==> src/rtl/dmem_access_unit_pkg.sv <==
// Shared definitions for the data-memory load/store unit: FSM states,
// Funct3 access-size codes and request legality helpers.
package dmem_access_unit_pkg;

  typedef enum logic [1:0] {
    MA_IDLE = 2'd0,
    MA_WAIT = 2'd1,
    MA_DONE = 2'd2
  } ma_state_e;

  localparam logic [2:0] F3_B  = 3'b000;
  localparam logic [2:0] F3_H  = 3'b001;
  localparam logic [2:0] F3_W  = 3'b010;
  localparam logic [2:0] F3_BU = 3'b100;
  localparam logic [2:0] F3_HU = 3'b101;

  // Stores have no unsigned variants, so only b/h/w are legal for them.
  function automatic logic f3_legal(input logic is_store, input logic [2:0] f3);
    case (f3)
      F3_B, F3_H, F3_W: return 1'b1;
      F3_BU, F3_HU:     return !is_store;
      default:          return 1'b0;
    endcase
  endfunction

  function automatic logic f3_misaligned(input logic [2:0] f3, input logic [1:0] lo);
    case (f3)
      F3_H, F3_HU: return lo[0];
      F3_W:        return (lo != 2'b00);
      default:     return 1'b0;
    endcase
  endfunction

endpackage

==> src/rtl/load_extend.sv <==
// Load result formatting: picks the byte/halfword lane out of the memory
// word and sign- or zero-extends it to 32 bits.
module load_extend
  import dmem_access_unit_pkg::*;
(
  input  logic [31:0] mem_rdata,
  input  logic [1:0]  addr_lo,
  input  logic [2:0]  funct3,
  output logic [31:0] rdata_ext
);

  logic [7:0]  byte_s;
  logic [15:0] half_s;

  // Lane select followed by extension according to the access type.
  always_comb begin
    byte_s = mem_rdata[{addr_lo, 3'b000} +: 8];
    half_s = addr_lo[1] ? mem_rdata[31:16] : mem_rdata[15:0];
    case (funct3)
      F3_B:    rdata_ext = {{24{byte_s[7]}}, byte_s};
      F3_H:    rdata_ext = {{16{half_s[15]}}, half_s};
      F3_W:    rdata_ext = mem_rdata;
      F3_BU:   rdata_ext = {24'd0, byte_s};
      F3_HU:   rdata_ext = {16'd0, half_s};
      default: rdata_ext = 32'd0;
    endcase
  end

endmodule

==> src/rtl/dmem_access_unit.sv <==
// RV32I load/store unit: turns decode requests into word-aligned memory
// transactions with byte strobes and stalls the core until acknowledge.
module dmem_access_unit
  import dmem_access_unit_pkg::*;
#(
  parameter int BITS   = 32,
  parameter int ADDR_W = 30
) (
  input  logic              clk,
  input  logic              rst_n,
  input  logic              MemRead,
  input  logic              MemWrite,
  input  logic [2:0]        Funct3,
  input  logic [ADDR_W+1:0] addr,
  input  logic [BITS-1:0]   wdata,
  output logic [BITS-1:0]   rdata,
  output logic              stall,
  output logic              access_err,
  output logic              mem_read,
  output logic              mem_write,
  output logic [ADDR_W-1:0] mem_addr,
  output logic [BITS-1:0]   mem_wdata,
  output logic [3:0]        mem_wstrb,
  input  logic [BITS-1:0]   mem_rdata,
  input  logic              mem_ready
);

  ma_state_e         state_q, state_d;
  logic              mem_read_q, mem_read_d;
  logic              mem_write_q, mem_write_d;
  logic [ADDR_W-1:0] mem_addr_q, mem_addr_d;
  logic [BITS-1:0]   mem_wdata_q, mem_wdata_d;
  logic [3:0]        mem_wstrb_q, mem_wstrb_d;
  logic [BITS-1:0]   rdata_q, rdata_d;
  logic [1:0]        lane_q, lane_d;
  logic [2:0]        f3_q, f3_d;

  logic              err_s;
  logic              valid_s;
  logic              stall_s;
  logic [3:0]        wstrb_s;
  logic [BITS-1:0]   wdata_s;
  logic [BITS-1:0]   ext_s;

  // Request legality: conflicting strobes, bad size code or misalignment.
  always_comb begin
    err_s = 1'b0;
    if (MemRead && MemWrite) begin
      err_s = 1'b1;
    end else if (MemRead) begin
      err_s = !f3_legal(1'b0, Funct3) || f3_misaligned(Funct3, addr[1:0]);
    end else if (MemWrite) begin
      err_s = !f3_legal(1'b1, Funct3) || f3_misaligned(Funct3, addr[1:0]);
    end else begin
      err_s = 1'b0;
    end
  end

  assign valid_s = (MemRead ^ MemWrite) && !err_s;

  // Store data is replicated across lanes so memory only needs the strobes.
  always_comb begin
    wstrb_s = 4'b0000;
    wdata_s = '0;
    if (MemWrite) begin
      case (Funct3)
        F3_B: begin
          wstrb_s = 4'b0001 << addr[1:0];
          wdata_s = {4{wdata[7:0]}};
        end
        F3_H: begin
          wstrb_s = addr[1] ? 4'b1100 : 4'b0011;
          wdata_s = {2{wdata[15:0]}};
        end
        F3_W: begin
          wstrb_s = 4'b1111;
          wdata_s = wdata;
        end
        default: begin
          wstrb_s = 4'b0000;
          wdata_s = '0;
        end
      endcase
    end else begin
      wstrb_s = 4'b0000;
      wdata_s = '0;
    end
  end

  load_extend u_load_extend (
    .mem_rdata (mem_rdata),
    .addr_lo   (lane_q),
    .funct3    (f3_q),
    .rdata_ext (ext_s)
  );

  // Next-state and transaction register updates.
  always_comb begin
    state_d     = state_q;
    mem_read_d  = mem_read_q;
    mem_write_d = mem_write_q;
    mem_addr_d  = mem_addr_q;
    mem_wdata_d = mem_wdata_q;
    mem_wstrb_d = mem_wstrb_q;
    rdata_d     = rdata_q;
    lane_d      = lane_q;
    f3_d        = f3_q;
    stall_s     = 1'b0;
    case (state_q)
      MA_IDLE: begin
        if (valid_s) begin
          stall_s     = 1'b1;
          state_d     = MA_WAIT;
          mem_read_d  = MemRead;
          mem_write_d = MemWrite;
          mem_addr_d  = addr[ADDR_W+1:2];
          mem_wdata_d = wdata_s;
          mem_wstrb_d = wstrb_s;
          lane_d      = addr[1:0];
          f3_d        = Funct3;
        end else begin
          state_d = MA_IDLE;
        end
      end
      MA_WAIT: begin
        stall_s = 1'b1;
        if (mem_ready) begin
          state_d     = MA_DONE;
          mem_read_d  = 1'b0;
          mem_write_d = 1'b0;
          rdata_d     = mem_read_q ? ext_s : rdata_q;
        end else begin
          state_d = MA_WAIT;
        end
      end
      MA_DONE: begin
        // The request is still on the inputs here; it must not be re-issued.
        state_d = MA_IDLE;
      end
      default: begin
        state_d = MA_IDLE;
      end
    endcase
  end

  // State and transaction registers; reset abandons any in-flight access.
  always_ff @(posedge clk or negedge rst_n) begin
    if (!rst_n) begin
      state_q     <= MA_IDLE;
      mem_read_q  <= 1'b0;
      mem_write_q <= 1'b0;
      mem_addr_q  <= '0;
      mem_wdata_q <= '0;
      mem_wstrb_q <= 4'b0000;
      rdata_q     <= '0;
      lane_q      <= 2'b00;
      f3_q        <= 3'b000;
    end else begin
      state_q     <= state_d;
      mem_read_q  <= mem_read_d;
      mem_write_q <= mem_write_d;
      mem_addr_q  <= mem_addr_d;
      mem_wdata_q <= mem_wdata_d;
      mem_wstrb_q <= mem_wstrb_d;
      rdata_q     <= rdata_d;
      lane_q      <= lane_d;
      f3_q        <= f3_d;
    end
  end

  assign stall      = rst_n && stall_s;
  assign access_err = err_s;
  assign mem_read   = mem_read_q;
  assign mem_write  = mem_write_q;
  assign mem_addr   = mem_addr_q;
  assign mem_wdata  = mem_wdata_q;
  assign mem_wstrb  = mem_wstrb_q;
  assign rdata      = ((state_q == MA_IDLE) && err_s) ? '0 : rdata_q;

endmodule

==> config.mk <==
export PLATFORM = sky130hd
export DESIGN_NAME = dmem_access_unit
export DESIGN_NICKNAME = d
export VERILOG_FILES = /design/src/rtl/dmem_access_unit_pkg.sv /design/src/rtl/load_extend.sv /design/src/rtl/dmem_access_unit.sv
export SDC_FILE = /design/constraint.sdc
export NUM_CORES = 1
export LEC_CHECK = 0
export CORE_MARGIN = 2
export CORE_UTILIZATION = 46
export CTS_BUF_LIST = sky130_fd_sc_hd__clkbuf_4
export CTS_CLUSTER_SIZE = 20
export DETAILED_ROUTE_END_ITERATION = 12
export GPL_TIMING_DRIVEN = 1
export PLACE_DENSITY_LB_ADDON = 0.08
export SLEW_MARGIN = 20
export SYNTH_ARGS = -nofsm -noshare
export SYNTH_HDL_FRONTEND = slang
export SYNTH_SLANG_ARGS = --single-unit
==> constraint.sdc <==
create_clock -name clk -period 2.3 [get_ports clk]
set_input_delay 0.23 -clock clk [delete_from_list [all_inputs] [get_ports clk]]
set_output_delay 0.23 -clock clk [all_outputs]
set_load 0.02 [all_outputs]
Word level (Yosys, flattened, before mapping)
Cells that the tools add are included.

storage, ports and cells
  output and inout bits = 102
  bits of input ports = 104
  logic and storage cells = 77
  register bits after elaboration = 107

cells by class
  bitwise operators = 1
  shift-type cells = 2
  reduce and logical (&&, ||, !) cells = 20
  multiplexer cells = 34
  eq/ne operators = 11

operator list
  operator               count
  $pmux W32 S5           1
  $pmux W32 S3           1
  $mux W32               2
  $shiftx A32 B6 Y8      1
  $mux W1                20
  $mux W16               1
  $eq A3 B3 Y1 const B   4
  $pmux W4 S3            1
  $mux W4                2
  $pmux W1 S2            4
  $eq A3 B1 Y1 const B   2
  $eq A3 B2 Y1 const B   2
  $logic_not A3 Y1       2
  $reduce_and A3 Y1      2
  $reduce_or A5 Y1       1
  $logic_and A1 B1 Y1    4
  $ne A2 B2 Y1 const B   2
  $pmux W2 S2            1
  $reduce_bool A2 Y1     2
  $shl A1 B2 Y4 const A  1
  $logic_not A1 Y1       3
  $reduce_or A3 Y1       1
  $eq A2 B1 Y1 const B   1
  $logic_not A2 Y1       1
  other kinds (5)        6

Depth between registers and ports, before layout
  depth after elaboration = 16
  mapped depth = 7

By module
A second synthesis with hierarchy kept.

unflattened totals
  cells, all modules = 612
  area total of the unflattened synthesis = 5499.0 um^2

by module, submodules not included
  module            times used  area each (um^2)  sequential area each (um^2)  cells an instance
  dmem_access_unit  1           4737.0            2677.6                       504
  load_extend       1           762.0             0.0                          108

Worst setup path after synthesis
OpenSTA, ideal clock, no wires.

  path type = register to register
  start = reg lane_q[0]
  end = reg rdata_q[20]
  required time = 2.171 ns
  period minus slack after synthesis = 1.857 ns
  buffers on the path = 2
  arrival = 1.727 ns
  setup slack = 0.443 ns
  cell stages (with the launch flop) = 6
  path through = dfrtp_1 -> clkbuf_1 -> mux4_2 -> o211ai_1 -> buf_2 -> nand3_1

on the way
  word-level cells in the longest chain between the ends = 2

ends and longest elaborated chain
  what                      line                     source
  start: declaration        dmem_access_unit.sv:35   logic [1:0] lane_q, lane_d;
  start signal: assignment  dmem_access_unit.sv:166  lane_q <= lane_d;
  $shiftx A32 B6 Y8         load_extend.sv:17        byte_s = mem_rdata[{addr_lo, 3'b000} +: 8];
  $pmux W32 S5              load_extend.sv:19        case (funct3)
  end signal: assignment    dmem_access_unit.sv:165  rdata_q <= rdata_d;
  end: declaration          dmem_access_unit.sv:34   logic [BITS-1:0] rdata_q, rdata_d;

Every way passes these cells.
A chain may end at the register's enable or synchronous reset.

Final worst setup path
  start = in addr[1]
  end = out stall

on the way
  word-level cells in the longest chain between the ends = 14
  elaborated cells between the ends (all ways) = 17
  those cells by class = mux: 11; reduce/logical: 6

ends and longest elaborated chain
  what                     line                        source
  start: declaration       dmem_access_unit.sv:14      input logic [ADDR_W+1:0] addr,
  $reduce_bool A2 Y1 (*)   dmem_access_unit_pkg.sv:29  F3_W: return (lo != 2'b00);
  $pmux W1 S2 (*)          dmem_access_unit_pkg.sv:27  case (f3)
  $mux W1                  dmem_access_unit.sv:52      end else if (MemWrite) begin
  $mux W1                  dmem_access_unit.sv:50      end else if (MemRead) begin
  $mux W1                  dmem_access_unit.sv:48      if (MemRead && MemWrite) begin
  $logic_or A1 B1 Y1       dmem_access_unit.sv:53      err_s = !f3_legal(1'b1, Funct3) || f3_misaligned(Funct3, addr[1:0]);
  $mux W1                  dmem_access_unit.sv:52
  $mux W1 (*)              dmem_access_unit.sv:50
  $mux W1 (*)              dmem_access_unit.sv:48
  $logic_not A1 Y1 (*)     dmem_access_unit.sv:59      assign valid_s = (MemRead ^ MemWrite) && !err_s;
  $logic_and A1 B1 Y1 (*)  dmem_access_unit.sv:59
  $mux W1 (*)              dmem_access_unit.sv:111     if (valid_s) begin
  $pmux W1 S2 (*)          dmem_access_unit.sv:109     case (state_q)
  $logic_and A1 B1 Y1 (*)  dmem_access_unit.sv:171     assign stall = rst_n && stall_s;
  end: declaration         dmem_access_unit.sv:17      output logic stall,

Mark *: on every way between the ends. The rest lies on a longest branch, timed or not. The select of a mux whose other input is x is not followed.

==> out/metrics.csv <==
metric,value,unit
most area-hungry cell type in the Yosys netlist,dfrtp_1,
Final Hold Viols,0,
grt total ovfl,0,
clock latency on the worst-skew pair,0.48,ns
DRT antenna net count,0,
syn avg cell area,10.36,µm²
Hold WC Path Type,in -> reg,
Synth cell types,40,
count of final setup violators,0,
CP startpoint kind,primary input,
family with the most delay on the worst path,buffers and inverters,
min cycle time layout,2.213,ns
worst setup path category,in -> out,
crit-path cells,clkdlybuf4s50_1 -> o21ai_1 -> a2111oi_4 -> buf_6 -> nor2_4 -> o211a_1 -> clkdlybuf4s15_1,
Worst-Margin Slew,0.7359,ns
Lkg Pwr,3.429,nW
chip height,111.6,µm
dominant register cell in the synthesized netlist,dfrtp_1,
Iter 0 DRT Violations,298,
Worst Setup End Kind,primary output,
top-area cell type share of the netlist area,0.5029,
Slew Limit Fails,0,
post-synthesis sequential area ratio,0.5029,
"slowest stage delay, CP",0.52,ns
f_max,452.0,MHz
largest net degree at the start of global routing,58,
# IOs,206,
Final Core Density,0.6927,
Residual DRC,0,
TritonCTS clock tree,done,
VDD IR max,0.7962,mV
synth warn,0,
vias in the first global route,4797,
"Max FO, Critical Path",3,
pwr dens,922.6,nW/µm²
Avg WL per Cell,16.87,µm
antenna cell count,0,
I/O Buffers,205,
Slew headroom,0.5094,
"commonest non-fill, non-tap cells in the layout","clkdlybuf4s50_1, dfrtp_1, nand2_1",
Synth area leaders,"dfrtp_1, mux2_1, nand2_1, and2_1, nand3_1",
Die X,111.6,µm
Core ar.,11370,µm²
RSZ-0062 raised after global routing,no,
CTS Root Cell,clkbuf_4,
starting density of the core,0.4683,
Worst EP arrival,1.98,ns
final net count,835,
Routed WL,14810,µm
CTS Buffer Depth,2,
max_cap viols,0,
Mapped Area,5324,µm²
CP bufs+invs,3,
drt first pass iters,8,
Layout area overhead,47.94,%
global-route wire length before repair,24030,µm
Clock Sinks,107,
all-layer global routing usage,0.2388,
die area,12450,µm²
H-tree depth,3,
clk_skew,0.01397,ns
DP Worst Slack,-0.4302,ns
DP HPWL,11210,µm
Tcrit/Tclk final,0.9620,
setup ws final,0.08737,ns
clock-pin transition on the worst setup and hold timing paths,0.16,ns
Post-synth EDFFs,0,
# rows,39,
layout cells sized above 1,0.1333,
initial antenna violation count,0,
Post-synth ARST share,1.000,
#FFs+latches synth,107,
run status,"finished, final reports clean",
vias per inst,5.450,
Worst Path Required,2.07,ns
Slowest cell on crit path,clkdlybuf4s50_1,
RD Place Congestion,0.9097,
synthesized net count,619,
Syn Inst Count,514,
total CTS buffers,9,
"most common cell after layout, fill and taps aside",clkdlybuf4s50_1,
Vias,4785,
==> per-stage QoR <==
step                hold slack [ns]  TNS [ns]  instance area [µm²]  power, W  cells
global route                 0.2800         0                 7876  0.007700    878
global placement             0.4076    -22.20                 7670  0.006281    858
detailed placement           0.4285    -27.98                 7670  0.006380    858
finish                       0.3153         0                 7876  0.007267    878
CTS                          0.2650         0                 7876  0.007325    878
floorplan                  -0.06559         0                 5324  0.004670    514
==> cell usage after synthesis, drive strengths merged, types with 2 or more instances <==
cell / instances
dfrtp: 107
mux2: 67
nand2: 65
and2: 33
nand3: 32
o21ai: 31
clkbuf: 25
a21oi: 23
nor2: 21
a21o: 16
nand2b: 12
o31ai: 12
buf: 9
a221oi: 8
nor2b: 8
a222oi: 7
inv: 7
mux2i: 5
a22o: 4
nand3b: 2
nor3: 2
o211ai: 2
o21bai: 2
or2: 2
==> area by class of cell <==
class	instances	area [µm²]
inverter	7	26.28
fill	897	3493
timing repair buffer	239	2362
tap	143	178.9
multi-input combinational	366	2491
clock inverter	6	65.06
clock buffer	10	75.07
sequential	107	2678
==> worst paths after layout <==
check	to	start	slack [ns]	cells after the start
worst max register to register	mem_wdata[24]	state_q[0]	0.37	6
worst min-delay path	f3_q[2]	Funct3[2]	0.32	3
worst max-delay path	stall	addr[1]	0.09	7
min in group asynchronous	mem_wdata[2]	rst_n	0.42	3
worst min register to register	rdata_q[30]	rdata_q[30]	0.49	2
max in group asynchronous	rdata_q[6]	rst_n	1.36	3
==> kinds of logic after synthesis <==
family                   synth area share
adder cells (fa/ha/maj)          0.002350
buffers and inverters             0.03079
multiplexers                       0.1553
AO/OA/AOI/OAI                      0.1417
AND/OR/NAND/NOR                    0.1669
flip-flops                         0.5029
==> flip-flops by register name, summed over array words and instances, names as in the netlist <==
register	cells
mem_write	1
lane_q	2
state_q	2
mem_wstrb	4
rdata_q	32
mem_wdata	32
mem_addr	30
f3_q	3
mem_read	1
==> worst min-delay path, delay by kind of cell <==
kind | cells | cell delay [ns]
buffers and inverters | 2 | 0.42
muxes | 1 | 0.11
==> repair_timing <==
action                                  4_1_cts  5_1_grt
cloned                                        1        0
pin swaps                                     2        1
buffers inserted                              2        0
gates resized for setup                     105        0
endpoints found under the hold margin       107        0
endpoints found under the setup margin       34       32
hold buffers                                  1        0
==> where the power goes <==
group	internal [W]	switching, W	total (W)
logic	0.00167	0.00168	0.00336
clock network	0.000348	0.000642	0.000990
registers	0.00251	0.000414	0.00292
total	0.00453	0.00274	0.00727
==> routing by layer <==
| layer | GRT usage | up-vias | wire [µm] |
|---|---|---|---|
| li1 | - | 2257 | - |
| met1 | 0.3187 | 2304 | 6333 |
| met2 | 0.3715 | 201 | 6859 |
| met3 | 0.07240 | 23 | 1305 |
| met4 | 0.08642 | 0 | 310 |
| met5 | 0 | - | 0 |
No activity file was read; power rests on OpenSTA's default activity.
